==> src/rtl/pad_serial_mult_link.sv <==
`default_nettype none
// ============================================================================
// Module      : pad_serial_mult_link
// Description : Bit-serial pad front end for the 16x16 approximate multiplier.
//               Shifts in operands A/B, runs a start/done handshake, shifts
//               the product out as two parallel half-width streams.
//               Optional macro SER_PARITY_EN adds an even-parity bit per lane.
// Revision    : 1.0 - initial release
// ============================================================================
module pad_serial_mult_link #(
    parameter int WIDTH       = 16,
    parameter int MUL_TIMEOUT = 64
) (
    input  logic                 wb_clk_i,
    input  logic                 wb_rst_ni,
    input  logic                 ser_sel_i,
    input  logic                 ser_a_i,
    input  logic                 ser_b_i,
    output logic                 ser_p_lo_o,
    output logic                 ser_p_hi_o,
    output logic                 ser_valid_o,
    output logic [WIDTH-1:0]     mul_a_o,
    output logic [WIDTH-1:0]     mul_b_o,
    output logic                 mul_start_o,
    input  logic [2*WIDTH-1:0]   mul_p_i,
    input  logic                 mul_done_i,
    output logic                 busy_o,
    output logic                 done_o,
    output logic                 err_o
);

`ifdef SER_PARITY_EN
    localparam int c_LOAD_BITS   = WIDTH + 1;
    localparam int c_UNLOAD_BITS = WIDTH + 1;
`else
    localparam int c_LOAD_BITS   = WIDTH;
    localparam int c_UNLOAD_BITS = WIDTH;
`endif
    localparam int c_CNT_W = $clog2(WIDTH + 2);
    localparam int c_TMO_W = $clog2(MUL_TIMEOUT + 1);

    localparam logic [c_CNT_W-1:0] c_LOAD_LAST   = c_CNT_W'(c_LOAD_BITS - 1);
    localparam logic [c_CNT_W-1:0] c_UNLOAD_LAST = c_CNT_W'(c_UNLOAD_BITS - 1);
    localparam logic [c_TMO_W-1:0] c_TMO_LAST    = c_TMO_W'(MUL_TIMEOUT - 1);

    localparam logic [2:0] c_IDLE   = 3'd0;
    localparam logic [2:0] c_LOAD   = 3'd1;
    localparam logic [2:0] c_MUL    = 3'd2;
    localparam logic [2:0] c_UNLOAD = 3'd3;
    localparam logic [2:0] c_REARM  = 3'd4;

    logic [2:0]           r_state;
    logic [2:0]           w_next_state;
    logic [c_CNT_W-1:0]   r_cnt;
    logic [c_TMO_W-1:0]   r_tmo;
    logic [WIDTH-1:0]     r_a;
    logic [WIDTH-1:0]     r_b;
    logic [2*WIDTH-1:0]   r_p;
    logic                 r_ser_lo;
    logic                 r_ser_hi;
    logic                 r_ser_valid;
    logic                 r_done;
    logic                 r_err;

    logic                 w_load_end;
    logic                 w_timeout;
    logic                 w_unload_last;
    logic                 w_data_bit;
    logic                 w_par_bad;

    assign w_load_end    = (r_state == c_LOAD) && ser_sel_i && (r_cnt == c_LOAD_LAST);
    assign w_timeout     = (r_state == c_MUL) && !mul_done_i && (r_tmo == c_TMO_LAST);
    assign w_unload_last = (r_state == c_UNLOAD) && (r_cnt == c_UNLOAD_LAST);

`ifdef SER_PARITY_EN
    localparam logic [c_CNT_W-1:0] c_DATA_LAST = c_CNT_W'(WIDTH - 1);

    logic r_par_lo;
    logic r_par_hi;

    // The bit arriving at count WIDTH is the lane parity, not operand data
    assign w_data_bit = (r_cnt <= c_DATA_LAST);
    assign w_par_bad  = w_load_end && (((^r_a) ^ ser_a_i) || ((^r_b) ^ ser_b_i));
`else
    assign w_data_bit = 1'b1;
    assign w_par_bad  = 1'b0;
`endif

    always_ff @(posedge wb_clk_i or negedge wb_rst_ni) begin
        if (!wb_rst_ni) begin
            r_state <= c_IDLE;
        end else begin
            r_state <= w_next_state;
        end
    end

    always_comb begin
        w_next_state = r_state;
        case (r_state)
            c_IDLE: begin
                if (ser_sel_i) w_next_state = c_LOAD;
            end
            c_LOAD: begin
                if (!ser_sel_i || w_par_bad) w_next_state = c_REARM;
                else if (w_load_end)         w_next_state = c_MUL;
            end
            c_MUL: begin
                if (mul_done_i)     w_next_state = c_UNLOAD;
                else if (w_timeout) w_next_state = c_REARM;
            end
            c_UNLOAD: begin
                if (w_unload_last) w_next_state = c_REARM;
            end
            c_REARM: begin
                if (!ser_sel_i) w_next_state = c_IDLE;
            end
            default: w_next_state = c_IDLE;
        endcase
    end

    always_comb begin
        busy_o      = (r_state != c_IDLE);
        mul_start_o = (r_state == c_MUL) && (r_tmo == '0);
    end

    // r_p keeps only the bits still to be sent; bit 0 of each half leaves at capture
    always_ff @(posedge wb_clk_i or negedge wb_rst_ni) begin
        if (!wb_rst_ni) begin
            r_cnt       <= '0;
            r_tmo       <= '0;
            r_a         <= '0;
            r_b         <= '0;
            r_p         <= '0;
            r_ser_lo    <= 1'b0;
            r_ser_hi    <= 1'b0;
            r_ser_valid <= 1'b0;
            r_done      <= 1'b0;
            r_err       <= 1'b0;
`ifdef SER_PARITY_EN
            r_par_lo    <= 1'b0;
            r_par_hi    <= 1'b0;
`endif
        end else begin
            r_ser_lo    <= 1'b0;
            r_ser_hi    <= 1'b0;
            r_ser_valid <= 1'b0;
            r_done      <= 1'b0;

            if (r_state == c_MUL) r_tmo <= r_tmo + 1'b1;
            else                  r_tmo <= '0;

            case (r_state)
                c_IDLE: begin
                    if (ser_sel_i) begin
                        r_a   <= {ser_a_i, {(WIDTH-1){1'b0}}};
                        r_b   <= {ser_b_i, {(WIDTH-1){1'b0}}};
                        r_cnt <= c_CNT_W'(1);
                        r_err <= 1'b0;
                    end
                end
                c_LOAD: begin
                    if (ser_sel_i) begin
                        if (w_data_bit) begin
                            r_a <= {ser_a_i, r_a[WIDTH-1:1]};
                            r_b <= {ser_b_i, r_b[WIDTH-1:1]};
                        end
                        r_cnt <= r_cnt + 1'b1;
                        if (w_par_bad) r_err <= 1'b1;
                    end else begin
                        r_err <= 1'b1;
                    end
                end
                c_MUL: begin
                    if (mul_done_i) begin
                        r_p         <= {1'b0, mul_p_i[2*WIDTH-1:WIDTH+1],
                                        1'b0, mul_p_i[WIDTH-1:1]};
                        r_cnt       <= '0;
                        r_ser_lo    <= mul_p_i[0];
                        r_ser_hi    <= mul_p_i[WIDTH];
                        r_ser_valid <= 1'b1;
`ifdef SER_PARITY_EN
                        r_par_lo    <= ^mul_p_i[WIDTH-1:0];
                        r_par_hi    <= ^mul_p_i[2*WIDTH-1:WIDTH];
`endif
                    end else if (w_timeout) begin
                        r_err <= 1'b1;
                    end
                end
                c_UNLOAD: begin
                    if (w_unload_last) begin
                        r_done <= 1'b1;
                    end else begin
                        r_cnt       <= r_cnt + 1'b1;
                        r_p         <= {1'b0, r_p[2*WIDTH-1:WIDTH+1],
                                        1'b0, r_p[WIDTH-1:1]};
                        r_ser_valid <= 1'b1;
`ifdef SER_PARITY_EN
                        if (r_cnt == c_DATA_LAST) begin
                            r_ser_lo <= r_par_lo;
                            r_ser_hi <= r_par_hi;
                        end else
`endif
                        begin
                            r_ser_lo <= r_p[0];
                            r_ser_hi <= r_p[WIDTH];
                        end
                    end
                end
                default: ;
            endcase
        end
    end

    assign ser_p_lo_o  = r_ser_lo;
    assign ser_p_hi_o  = r_ser_hi;
    assign ser_valid_o = r_ser_valid;
    assign mul_a_o     = r_a;
    assign mul_b_o     = r_b;
    assign done_o      = r_done;
    assign err_o       = r_err;

endmodule
`default_nettype wire

==> config.mk <==
export PLATFORM = sky130hd
export DESIGN_NAME = pad_serial_mult_link
export DESIGN_NICKNAME = d
export VERILOG_FILES = /design/src/rtl/pad_serial_mult_link.sv
export SDC_FILE = /design/constraint.sdc
export NUM_CORES = 1
export LEC_CHECK = 0
export ABC_AREA = 1
export CORE_ASPECT_RATIO = 0.75
export CORE_MARGIN = 3
export CORE_UTILIZATION = 55
export DETAILED_ROUTE_END_ITERATION = 10
export HOLD_SLACK_MARGIN = 0.05
export PLACE_DENSITY = 0.85
export SKIP_CTS_REPAIR_TIMING = 1
export SYNTH_ARGS = -nofsm -noshare
export SYNTH_HDL_FRONTEND = slang
export SYNTH_SLANG_ARGS = --single-unit
export TNS_END_PERCENT = 30
==> constraint.sdc <==
create_clock -name wb_clk_i -period 2.7 [get_ports wb_clk_i]
set_input_delay 0.27 -clock wb_clk_i [delete_from_list [all_inputs] [get_ports wb_clk_i]]
set_output_delay 0.27 -clock wb_clk_i [all_outputs]
set_load 0.03 [all_outputs]
### Yosys cells after proc, flatten, opt, wreduce, memory -nomap -nowiden

Index checks and enable logic that the tools add are counted.

| storage, ports and cells | value |
|---|---|
| bits in registers | 84 |
| latch bits | 0 |
| memory bits (writable) | 0 |
| memory bits (read-only) | 0 |
| logic and storage cells | 88 |
| memories | 0 |

| operators by class | value |
|---|---|
| add/subtract/negate cells | 2 |
| multiply operators | 0 |
| divide/modulo/power cells | 0 |
| magnitude comparators | 0 |
| equal/unequal tests | 17 |
| shift operators | 0 |
| muxes and demuxes | 39 |
| bitwise operators | 0 |
| reductions and logical operators | 19 |

Operator list:

| cell | number |
|---|---|
| $mux 16 | 4 |
| $mux 32 | 2 |
| $pmux 16 s2 | 2 |
| $pmux 32 s2 | 1 |
| $mux 3 | 7 |
| $mux 5 | 4 |
| $pmux 5 s4 | 1 |
| $ne 2x2->1 const B | 9 |
| $pmux 3 s5 | 1 |
| $reduce_and 5->1 | 3 |
| $mux 1 | 12 |
| $add 7x1->7 const B | 1 |
| $eq 7x6->1 const B | 1 |
| $logic_not 7->1 | 1 |
| $mux 7 | 1 |
| $eq 3x2->1 const B | 2 |
| $logic_and 1x1->1 | 6 |
| $ne 3x3->1 const B | 2 |
| $pmux 1 s2 | 3 |
| $reduce_and 3->1 | 2 |
| $reduce_bool 3->1 | 2 |
| $add 5x1->5 const B | 1 |
| $eq 5x4->1 const B | 1 |
| $reduce_bool 2->1 | 2 |
| other kinds (6) | 6 |

### Logic depth before layout (Yosys ltp)

Gate-level depths: netlist of the first run.

| logic depth | value |
|---|---|
| word-level depth | 6 |
| gate-level depth with buffers | 10 |
| depth with buffers taken out | 10 |

### Worst setup path before layout of the first run

No wires, ideal clock.

| timing | value |
|---|---|
| kind | register -> output |
| start point | reg r_state[0] |
| end point | out mul_start_o |
| data arrival time | 1.424 ns |
| data required time | 2.430 ns |
| path slack | 1.006 ns |
| stages on the path, launching flop included | 4 |
| buffers on the path | 0 |
| cell sequence | dfrtp_1 -> inv_1 -> nand3_2 -> nor3_1 |

| on the way | value |
|---|---|
| longest elaborated chain between the ends | 2 |

RTL lines:

| what | RTL line | text |
|---|---|---|
| start, declared | 52 | `logic [2:0] r_state;` |
| start signal, assigned | 91 | `r_state <= c_IDLE;` |
| start signal, assigned | 93 | `r_state <= w_next_state;` |
| $eq 3x2->1 | 123 | `mul_start_o = (r_state == c_MUL) && (r_tmo == '0);` |
| $logic_and 1x1->1 | 123 |  |
| end, declared | 24 | `output logic mul_start_o,` |

Every way passes these cells.

### Final worst setup path of the first run

Ends and elaborated chain as after synthesis.

==> results of run 1 <==
[kinds of logic after synthesis]
| kind of cell | Yosys count |
|---|---|
| AO/OA/AOI/OAI | 103 |
| XOR/XNOR | 2 |
| adder cells (fa/ha/maj) | 4 |
| buffers and inverters | 96 |
| flip-flops | 82 |
| AND/OR/NAND/NOR | 120 |
[where the power goes]
| group | internal, µW | total (µW) | switching [µW] | leakage, µW |
|---|---|---|---|---|
| clock | 559 | 1020 | 462 | 0.000119 |
| sequential | 1550 | 1710 | 155 | 0.00109 |
| combinational | 536 | 1530 | 998 | 0.000904 |
| total | 2650 | 4270 | 1620 | 0.00211 |
[through the flow]
step	util, %	worst slack [ns]	std cells	hold slack [ns]
2_1_floorplan	-	1.01	407	-0.0256
3_3_place_gp	69.7	0.711	550	0.454
3_5_place_dp	69.7	0.615	550	0.478
4_1_cts	73.4	0.345	566	0.132
5_1_grt	73.4	0.222	566	0.152
6_report	73.4	0.346	566	0.0859
[cell usage in the layout, fill, tap and decap left out, types with 6 or more instances in the layout]
cell type,count
dfrtp_1,82
inv_1,75
clkdlybuf4s50_1,75
nand2_1,74
o21ai_0,36
o211ai_1,28
o22ai_1,26
nand3_1,22
nor2_1,12
clkbuf_8,10
a21oi_1,6
[how the worst max path moves through the flow]
stage                              to  slack [ns]  cells after the start
final                     mul_start_o        0.35                      4
after global routing      mul_start_o        0.22                      4
after CTS                 mul_start_o        0.35                      4
after detailed placement      r_p[21]        0.62                      9
after global placement        r_p[23]        0.71                      9
after floorplan           mul_start_o        1.01                      3
[state kept, by name, summed over array words and instances (netlist names)]
register and count:
done_o 1, err_o 1, mul_a_o 16, mul_b_o 16, r_cnt 5, r_p 30
r_state 3, r_tmo 7, ser_p_hi_o 1, ser_p_lo_o 1, ser_valid_o 1
[cell type report]
class | count | area share [%]
Timing Repair Buffer | 80 | 16.8
Multi-Input combinational cell | 229 | 25.9
Inverter | 78 | 6.25
Tap cell | 81 | 2.16
Sequential cell | 82 | 43.8
Clock inverter | 6 | 2.08
Clock buffer | 10 | 2.94
[worst reg2reg max path, stage by stage, from the launching register on]
cell and delay, ns:
dfrtp_1 0.43, ha_1 0.24, and3_1 0.19, ha_1 0.19, inv_1 0.09, nand2_2 0.09, nand2_2 0.07, buf_4 0.44
o211ai_1 0.21, o21ai_0 0.13
[per-layer routing]
| layer | GRT usage, % | share of wire, % |
|---|---|---|
| met4 | 7.13 | 1.6 |
| met5 | 0 | 0 |
| met2 | 35.3 | 50 |
| met3 | 5.03 | 5.3 |
| met1 | 30.5 | 43 |
==> results.py, run 1 <==
metrics = {
    "finish": {
        "multi_input_area_um2": 1210,
        "layout-drive-gt1-share_pct": 6.19,
        "area_delta_synth_final_pct": 28.0,
        "final_area_um2": 4680,
        "seq_area_um2": 2050,
        "nets": 522,
        "fillers": 494,
        "n_antenna_cell": 0,
    },
    "hold_path": {
        "worst_hold_path_type": "input pin to asynchronous set/reset pin",
    },
    "logic_synthesis": {
        "yosysTopAreaCellShare_pct": 56.1,
        "yosysWarnings": 0,
        "synthTopCellsByArea": "dfrtp_1 56%, inv_1 7.7%, nand2_1 7.6%",
        "synthXorXnorAreaFrac_pct": 0.479,
        "synth-edff-count": 0,
        "synthArstFlopShare_pct": 100,
        "netlist-cell-type-count": 27,
        "synth.top_cells.by_count": "82 x dfrtp_1, 75 x inv_1, 74 x nand2_1",
        "synth-compound-area-share_pct": 17.0,
        "seq_area_frac_synth_pct": 56.1,
        "syn-mean-instance-area_um2": 8.99,
        "syn-num-nets": 449,
        "synthMuxAreaShare_pct": 0,
        "synth-simple-area-share_pct": 14.2,
        "synth_area_um2": 3660,
        "post-synth-top-count-cell": "dfrtp_1",
        "yosys.area.top_type": "dfrtp_1",
        "synth_top_family_by_area": "compound AO/OA/AOI/OAI gates",
        "syn_inst": 407,
        "synth_ff_type": "dfrtp_1",
        "yosys.area_share.adder_pct": 1.37,
        "ys_seq_elements": 82,
    },
    "worst_setup_path": {
        "cpLargestDelayFamily": "buffers and inverters",
        "critPathLaunchType": "flop",
        "path_buf_inv": 2,
        "cp-end-kind": "primary output",
        "cp-startpoint": "r_state[0]",
        "ff2ff_path_depth": 9,
        "r2r-start": "r_cnt[0]",
        "worstPathCellList": "inv_1, nand3_2, nor3_1, clkdlybuf4s50_1",
        "path_class": "flop to primary output",
        "r2r-end": "r_p[23]",
        "regToRegSetupSlack_ns": 0.55,
        "max_stage_delay_ns": 0.70,
        "cp_data_required_time_ns": 2.43,
        "cp_slowest_cell": "clkdlybuf4s50_1",
        "cp_max_fo": 6,
        "critPathArrivalTime_ns": 2.08,
    },
    "timing": {
        "fin_setup_tns_ns": 0,
        "grt_setup_unrepaired": "no",
        "max_freq_mhz": 425,
        "min_period_over_period_pct": 87.2,
        "max_slew_margin_pct": 33.6,
        "fin_crit_ns": 2.35,
        "tightest_slew_ns": 0.995,
        "slew_violations": 0,
        "finalSetupViolCount": 0,
        "skew_ns": 0.0110,
        "hold_violations": 0,
    },
    "global_route": {
        "antenna_found_initial": 0,
        "grt_max_degree": 83,
        "grt_pass1_wl_um": 13900,
        "grt-ovfl-total": 0,
        "grt_pass1_vias": 2957,
        "globalRouteTotalUtil_pct": 22.2,
    },
    "clock_tree": {
        "htree_levels": 3,
        "clk_pin_slew_ns": 0.08,
        "cts.sinks": 82,
        "cts_max_path_buffers": 2,
        "cts_buffers": 9,
        "worst_skew_pair.late_latency_ns": 0.35,
        "root_buffer": "clkbuf_8",
        "cts_tree": "built",
    },
    "route": {
        "vias": 2968,
        "ant_nets": 0,
        "drtIter0Drc": 139,
        "viasPerCell": 5.24,
        "routed_wl_um": 7910,
        "drt-pass1-iter-count": 5,
        "drc_errors": 0,
        "wire_per_inst_um": 14.0,
    },
    "placement": {
        "port_buffers": 76,
        "gp_congestion": 0.835,
        "dpl_cell_area_um2": 4450,
        "hpwlAfterDp_um": 5550,
    },
    "power_and_ir_drop": {
        "p_leak_uw": 0.00211,
        "p_total_uw": 4270,
        "p_per_area_nw_per_um2": 911,
        "max-vdd-ir-drop_v": 0.000523,
    },
    "outcome": {
        "status": "completed",
    },
    "die": {
        "die_y_um": 76.6,
        "rows": 25,
        "ioPinCount": 77,
        "core_area_um2": 6380,
        "initial_core_util_pct": 57.4,
        "die_w_um": 100,
        "dieArea_um2": 7680,
    },
    "run": {
        "maxCapViolCount": 0,
    },
}
(Power assumes the default switching activity.)
==> inputs of run 2 (changes only) <==
Settings changed: ABC_CLOCK_PERIOD_IN_PS set to 2700, HOLD_SLACK_MARGIN 0.05 to 0.02.
==> results of run 2 <==
Same layout as run 1: the final DEF is identical, and so are final timing and power.
